<file path="config.mk">
export PLATFORM = sky130hd
export DESIGN_NAME = mem_port_arbiter
export DESIGN_NICKNAME = d
export VERILOG_FILES = /design/src/rtl/mem_port_arbiter.sv
export SDC_FILE = /design/constraint.sdc
export NUM_CORES = 1
export LEC_CHECK = 0
export ABC_AREA = 1
export CORE_AREA = 3 3 202 204
export DETAILED_ROUTE_END_ITERATION = 12
export DIE_AREA = 0 0 205 207
export PLACE_DENSITY = 0.55
export SETUP_SLACK_MARGIN = 0.1
export SLEW_MARGIN = 20
export SYNTH_ARGS = -nofsm -noshare
export SYNTH_HDL_FRONTEND = slang
export SYNTH_SLANG_ARGS = --single-unit
</file>
<file path="constraint.sdc">
create_clock -name clk -period 1.9 [get_ports clk]
set_clock_uncertainty 0.15 [all_clocks]
set_input_delay 0.475 -clock clk [delete_from_list [all_inputs] [get_ports clk]]
set_output_delay 0.475 -clock clk [all_outputs]
set_load 0.01 [all_outputs]
</file>
<file path="src/rtl/mem_port_arbiter.sv">
// Arbitrates the single memory port between instruction fetch (IF) and the load/store unit (DM).
// Optional IF starvation guard is enabled by defining STARVE_GUARD_EN.
module mem_port_arbiter #(
  parameter int ADDR_W        = 64,
  parameter int MEM_LATENCY   = 1,
  parameter int MAX_DM_STREAK = 4
) (
  input  logic              clk,
  input  logic              reset,
  input  logic              if_req,
  input  logic [ADDR_W-1:0] if_addr,
  output logic              if_gnt,
  output logic              if_rvalid,
  output logic [31:0]       if_rdata,
  input  logic              dm_req,
  input  logic              dm_we,
  input  logic [ADDR_W-1:0] dm_addr,
  input  logic [63:0]       dm_wdata,
  output logic              dm_gnt,
  output logic              dm_done,
  output logic [63:0]       dm_rdata,
  output logic [ADDR_W-1:0] mem_addr,
  output logic              mem_read_instr,
  output logic              mem_read_data,
  output logic              mem_write,
  output logic [63:0]       mem_write_data,
  input  logic [31:0]       mem_instr_in,
  input  logic [63:0]       mem_data_in,
  output logic              busy,
  output logic [1:0]        dbg_state
);

`ifdef STARVE_GUARD_EN
  localparam bit GUARD_EN = 1'b1;
`else
  localparam bit GUARD_EN = 1'b0;
`endif

  localparam int            CW         = (MEM_LATENCY > 1) ? $clog2(MEM_LATENCY) : 1;
  localparam logic [CW-1:0] CNT_LOAD   = CW'(MEM_LATENCY - 1);
  localparam int            SW         = $clog2(MAX_DM_STREAK + 1);
  localparam logic [SW-1:0] STREAK_MAX = SW'(MAX_DM_STREAK);

  // Handshake: a requester holds req and stable fields until the 1-cycle gnt pulse;
  // the result arrives as a 1-cycle rvalid/done pulse MEM_LATENCY+1 cycles after gnt.
  typedef enum logic [1:0] {
    S_IDLE   = 2'd0,
    S_ACCESS = 2'd1,
    S_RESP   = 2'd2
  } state_t;

  state_t              state, state_nx;
  logic [CW-1:0]       cnt;
  logic [SW-1:0]       streak;
  logic                owner_dm;
  logic                we_q;
  logic [ADDR_W-1:0]   addr_q;
  logic [63:0]         wdata_q;
  logic [31:0]         if_rdata_q;
  logic [63:0]         dm_rdata_q;
  logic                guard_fire;

  assign guard_fire = GUARD_EN && (streak == STREAK_MAX);
  assign busy       = (state != S_IDLE);
  assign dbg_state  = state;
  assign if_rdata   = if_rdata_q;
  assign dm_rdata   = dm_rdata_q;

  always_comb begin
    state_nx       = state;
    if_gnt         = 1'b0;
    dm_gnt         = 1'b0;
    if_rvalid      = 1'b0;
    dm_done        = 1'b0;
    mem_addr       = '0;
    mem_read_instr = 1'b0;
    mem_read_data  = 1'b0;
    mem_write      = 1'b0;
    mem_write_data = '0;
    case (state)
      S_IDLE: begin
        // No grant while reset is asserted so every output reads 0 during reset.
        if (reset && (if_req || dm_req)) begin
          if (dm_req && !(if_req && guard_fire)) dm_gnt = 1'b1;
          else                                   if_gnt = 1'b1;
          state_nx = S_ACCESS;
        end
      end
      S_ACCESS: begin
        mem_addr       = addr_q;
        mem_read_instr = !owner_dm;
        mem_read_data  = owner_dm && !we_q;
        if (owner_dm && we_q) begin
          mem_write_data = wdata_q;
          mem_write      = (cnt == '0);
        end
        if (cnt == '0) state_nx = S_RESP;
      end
      S_RESP: begin
        if_rvalid = !owner_dm;
        dm_done   = owner_dm;
        state_nx  = S_IDLE;
      end
      default: state_nx = S_IDLE;
    endcase
  end

  always_ff @(posedge clk) begin
    if (!reset) begin
      state      <= S_IDLE;
      cnt        <= '0;
      streak     <= '0;
      owner_dm   <= 1'b0;
      we_q       <= 1'b0;
      addr_q     <= '0;
      wdata_q    <= '0;
      if_rdata_q <= '0;
      dm_rdata_q <= '0;
    end else begin
      state <= state_nx;
      if (if_gnt || dm_gnt) begin
        owner_dm <= dm_gnt;
        we_q     <= dm_gnt && dm_we;
        addr_q   <= dm_gnt ? dm_addr : if_addr;
        wdata_q  <= dm_gnt ? dm_wdata : '0;
        cnt      <= CNT_LOAD;
        if (GUARD_EN) begin
          if (dm_gnt && if_req) streak <= streak + SW'(1);
          else                  streak <= '0;
        end
      end
      if (state == S_ACCESS) begin
        if (cnt == '0) begin
          if (owner_dm) dm_rdata_q <= we_q ? 64'd0 : mem_data_in;
          else          if_rdata_q <= mem_instr_in;
        end else begin
          cnt <= cnt - CW'(1);
        end
      end
    end
  end

endmodule

</file>
After elaboration in Yosys (flattened, before gate mapping):

Cells that the tools add are included.

* add/sub/neg operators: 1
* equal/unequal tests: 4
* multiplexer cells: 24
* bitwise operators: 2
* reduce and logical (&&, ||, !) cells: 13

Operators with widths (count)
* 64-bit 2-to-1 mux: 6
* 1-bit 2-to-1 mux: 15
* 3-bit AND reduction: 2
* 1-bit logical AND: 4
* 2-bit 2-to-1 mux: 2
* 2-bit != test (second input constant): 2
* 2-bit one-hot mux with 2 select lines: 1
* 2-bit by 1-bit equality test with 1-bit output (second input constant): 1
* 2-bit equality test (second input constant): 1
* 1-bit logical NOT: 2
* 2-bit logical NOT: 1
* 1-bit logical OR: 2
* 1-bit inverter: 2
* 2-bit AND reduction: 1
* 2-bit nonzero test: 1
* 1-bit subtractor (second input constant): 1

* register bits after elaboration: 229
* input port bits: 293
* output and inout port bits: 234
* word-level logic and storage cells: 52

Longest topological paths before layout:

* depth in word-level cells: 8
* depth in mapped cells: 9
* mapped depth without buffers: 7

Least setup slack after synthesis:

Ideal clock, no wire load.

* kind: register -> output
* start point: register state[0] (netlist: dbg_state[0])
* end point: output mem_write_data[54]
* arrival: 1.227 ns
* required time: 1.275 ns
* slack: 0.048 ns
* cell stages (with the launch flop): 7
* buffers on the path: 2
* path through: dfxtp_1 -> inv_2 -> nor2_4 -> buf_2 -> buf_2 -> nand2_1 -> nor2_1

* cells in the longest elaborated chain, start to end: 2

Ends and longest elaborated chain
* start: declaration: line 52 `state_t state, state_nx;`
* start signal: assignment: line 120 `state <= state_nx;`
* 2-bit by 1-bit equality test with 1-bit output: line 80 `case (state)`
* 64-bit 2-to-1 mux: line 80
* end: declaration: line 26 `output logic [63:0] mem_write_data,`

Every way passes these cells.

Final worst setup path:

* start point: register state[1] (netlist: dbg_state[1])
* end point: output mem_write_data[21]

The elaborated chain is that of the path after synthesis.

==> results list <==
- The run finished, with violations left.
- Failing checks: setup timing
- List of most frequent post-synthesis cells: sky130_fd_sc_hd__nand2_1, sky130_fd_sc_hd__nor2_1, sky130_fd_sc_hd__dfxtp_1, sky130_fd_sc_hd__inv_1, sky130_fd_sc_hd__nand3_1
- For this configuration, the core starts out at a cell density of 0.269.
* Mapped Area: 10600 um2
- The die is 205 um wide.
- The number of antenna violations at the first check in global routing is 5.
- STA puts the critical path data required time at 1.27 ns.
- Total placed instance area: 16600 um2
- Input/output buffers: 526
* Clock Latency Late Sink: 0.55 ns
- Leak Pwr: 0.0101 uW
- Layout filler cell count: 3935
- Wire length of the first global-routing pass: 69600 um
- Power Density: 728 nW/um2
- STA classifies the critical path endpoint as an output port.
* Number of warnings reported in the yosys synthesis log: 0
* Root buffer selected by CTS: sky130_fd_sc_hd__clkbuf_16
- CTS clock-pin slew for the worst setup and hold paths: 0.06 ns
- Mean Syn Cell Area: 6.25 um2
* Detailed-route wire length: 48600 um
- FF/Latch Area: 4590 um2
* Layout Area Growth over Synthesis: 82.6%
- Clock buffer count from CTS: 29
* Register-to-register setup slack: 0.09 ns
* Total Routing Usage GR: 0.206
- Ratio of final minimum period to clock period: 1.26
* Final Critical Period: 2.38 ns
* Site row count: 73
- The pre-antenna-repair detailed-routing pass consisted of 5 iterations.
- Final nets: 2534
* Sequential area share after synthesis: 0.432
- For this run, the share of the core covered by cells in the final layout is 0.492.
* Type of origin of the critical path: flop
- STA puts the critical path data arrival time at 1.76 ns.
- For this design, the sink count on the clock tree is 229.
- Count of hold buffers inserted by post-cts repair: 0
* Final count of hold timing violations: 0
- For this run, the number of standard cells in the final layout without fillers is 2793.
- Number of pins with negative max-slew slack in the final report: 0
- Dpl hpwl: 31500 um
- Across the VDD grid, the largest voltage drop is 0.506 mV.
- Area of the multi-input gates: 5450 um2
- CTS Buffer Depth: 3
- Pre-CTS WS: -0.697 ns
- Least setup slack across all paths after layout: -0.485 ns
* Peak fanout along the critical path: 7
* Count of flip-flops with a built-in enable after synthesis: 0
* Antenna violation net count after detailed routing: 0
* Synthesized instance count: 1700
- Total gr overflow: 0
* Full die area: 42400 um2
- Biggest area consumer among synthesized cells: sky130_fd_sc_hd__dfxtp_1
* Critical path start-end classification: reg2out
- I/O pin total: 527
* Maximum Capacitance Violations: 0
* Max-Slew Margin vs Limit: 0.491
- The detailed router finished its first iteration with 769 violations.
- Placer Congestion: 0.834
- Worst slew pin tran: 0.764 ns
* CTS tree: built
- In the final layout, the share of cells above drive strength 1 is 0.188.
* H-tree depth reported by CTS: 1
- Cell count after placement: 2686
* Number of vias in the routed layout: 12500
- After synthesis the netlist holds a flip-flop and latch count of 229.
- Summing all non-filler instances in the final layout gives an area of 19400 um2.
- Class of the worst hold path: in2reg
- Core area: 39500 um2
- The most common cell in the synthesized netlist is sky130_fd_sc_hd__nand2_1.
* Vias in the first global route: 11900
- For this run, design rule violations remaining after detail routing come to 0.
* Primary flip-flop cell chosen by synthesis mapping: sky130_fd_sc_hd__dfxtp_1
* Distinct cell type count of the synthesized netlist: 18
* Synth top area cells: sky130_fd_sc_hd__dfxtp_1, sky130_fd_sc_hd__nand2_1, sky130_fd_sc_hd__nor2_1, sky130_fd_sc_hd__inv_1, sky130_fd_sc_hd__nand3_1
- Number of endpoints failing setup at the final stage: 136
- Unrepaired setup endpoints after global routing: true
- Hold is met by 0.299 ns.
- Top cell type's share of synthesized area: 0.432
- Maximum frequency from static timing analysis: 0.419 GHz
- The floorplan step set the die height to 207 um.
* Average routed wire per standard cell: 17.4 um
- Synthesis produced a netlist with a net count of 1993.
- Entering global routing, the biggest net connects 77 pins.
- Ys async rst share: 0
* Routed via count divided by cell count: 4.48
-- report_power, final --
part | switching [uW] | internal [uW] | leakage (uW)
sequential | 177 | 5140 | 0.00187
clock | 2230 | 3320 | 0.000484
combinational | 1590 | 1660 | 0.00774
total | 4010 | 10100 | 0.0101
-- metal layers --
layer	track usage	routed length, um	up-vias
met2	0.360	24200	404
met1	0.247	19300	5799
met5	0	0	-
li1	-	-	6237
met3	0.0493	3720	68
met4	0.0660	1360	0
-- cells by family after synthesis --
family,synth area share
AND/OR/NAND/NOR,0.368
AO/OA/AOI/OAI,0.0759
buffers and inverters,0.125
flip-flops,0.432
-- cells in the final DEF (no fill, tap or decap), types with 2 or more instances in the layout --
cell type	synthesis	routed
sky130_fd_sc_hd__nand2_1	458	432
sky130_fd_sc_hd__nor2_1	389	304
sky130_fd_sc_hd__clkdlybuf4s50_1	0	291
sky130_fd_sc_hd__dfxtp_1	229	224
sky130_fd_sc_hd__inv_1	197	196
sky130_fd_sc_hd__nand3_1	130	130
sky130_fd_sc_hd__a21oi_1	129	129
sky130_fd_sc_hd__dlymetal6s2s_1	0	95
sky130_fd_sc_hd__buf_6	0	94
sky130_fd_sc_hd__nor2_4	2	70
sky130_fd_sc_hd__buf_2	73	57
sky130_fd_sc_hd__clkbuf_16	0	40
sky130_fd_sc_hd__buf_4	7	39
sky130_fd_sc_hd__buf_12	0	24
sky130_fd_sc_hd__nor2_2	1	18
sky130_fd_sc_hd__o21ai_1	0	17
sky130_fd_sc_hd__o21ai_0	32	15
sky130_fd_sc_hd__nand2_4	0	14
sky130_fd_sc_hd__buf_16	0	13
sky130_fd_sc_hd__nand2_2	1	12
sky130_fd_sc_hd__clkbuf_8	0	10
sky130_fd_sc_hd__clkinv_2	0	6
sky130_fd_sc_hd__diode_2	0	5
sky130_fd_sc_hd__buf_8	0	5
sky130_fd_sc_hd__dfxtp_2	0	4
sky130_fd_sc_hd__inv_6	0	3
sky130_fd_sc_hd__nor3_2	0	3
sky130_fd_sc_hd__clkbuf_1	34	3
sky130_fd_sc_hd__inv_2	4	2
-- worst max-delay path, cell delays in order (launching register included) --
cell	delay [ns]
sky130_fd_sc_hd__dfxtp_4	0.37
sky130_fd_sc_hd__nor2_4	0.12
sky130_fd_sc_hd__buf_12	0.15
sky130_fd_sc_hd__buf_12	0.13
sky130_fd_sc_hd__buf_16	0.14
sky130_fd_sc_hd__nand2_2	0.05
sky130_fd_sc_hd__nor2_2	0.10
sky130_fd_sc_hd__buf_2	0.13
-- worst paths after layout --
check	startpoint	to	cells after the start
max	dbg_state[1]$_SDFFE_PN0P_	mem_write_data[21]	7
min	reset	addr_q[9]$_SDFFE_PN0P_	6
max reg2reg	dbg_state[1]$_SDFFE_PN0P_	wdata_q[22]$_SDFFE_PN0P_	10
min reg2reg	dm_rdata[29]$_SDFFE_PN0P_	dm_rdata[29]$_SDFFE_PN0P_	2
-- flip-flops by register name, summed over array words and instances, names as in the netlist --
name / flops
cnt: 1
addr_q: 64
dm_rdata: 64
wdata_q: 64
owner_dm: 1
dbg_state: 2
if_rdata: 32
we_q: 1
-- layout make-up --
class	instances	share of cell area
well taps	525	0.0339
clock buffers	42	0.0451
multi-input cells	1149	0.281
clock inverters	11	0.00484
diodes	5	0.000645
repair buffers	631	0.358
flip-flops and latches	229	0.237
inverters	201	0.0399
-- repair_timing --
item	4_1_cts	5_1_grt
resized for setup	710	345
endpoints found under the setup margin	430	460
buffers inserted	13	15
pin swaps	7	26
cloned	11	13
-- metrics by stage --
| stage | power (uW) | setup TNS, ns |
|---|---|---|
| 2_1_floorplan | 6530 | 0 |
| 3_3_place_gp | 7960 | -119.71 |
| 3_5_place_dp | 7970 | -125.11 |
| 4_1_cts | 13900 | -90.43 |
| 5_1_grt | 14800 | -61.86 |
| 6_report | 14100 | -52.35 |
No activity file was read; power rests on OpenSTA's default activity.
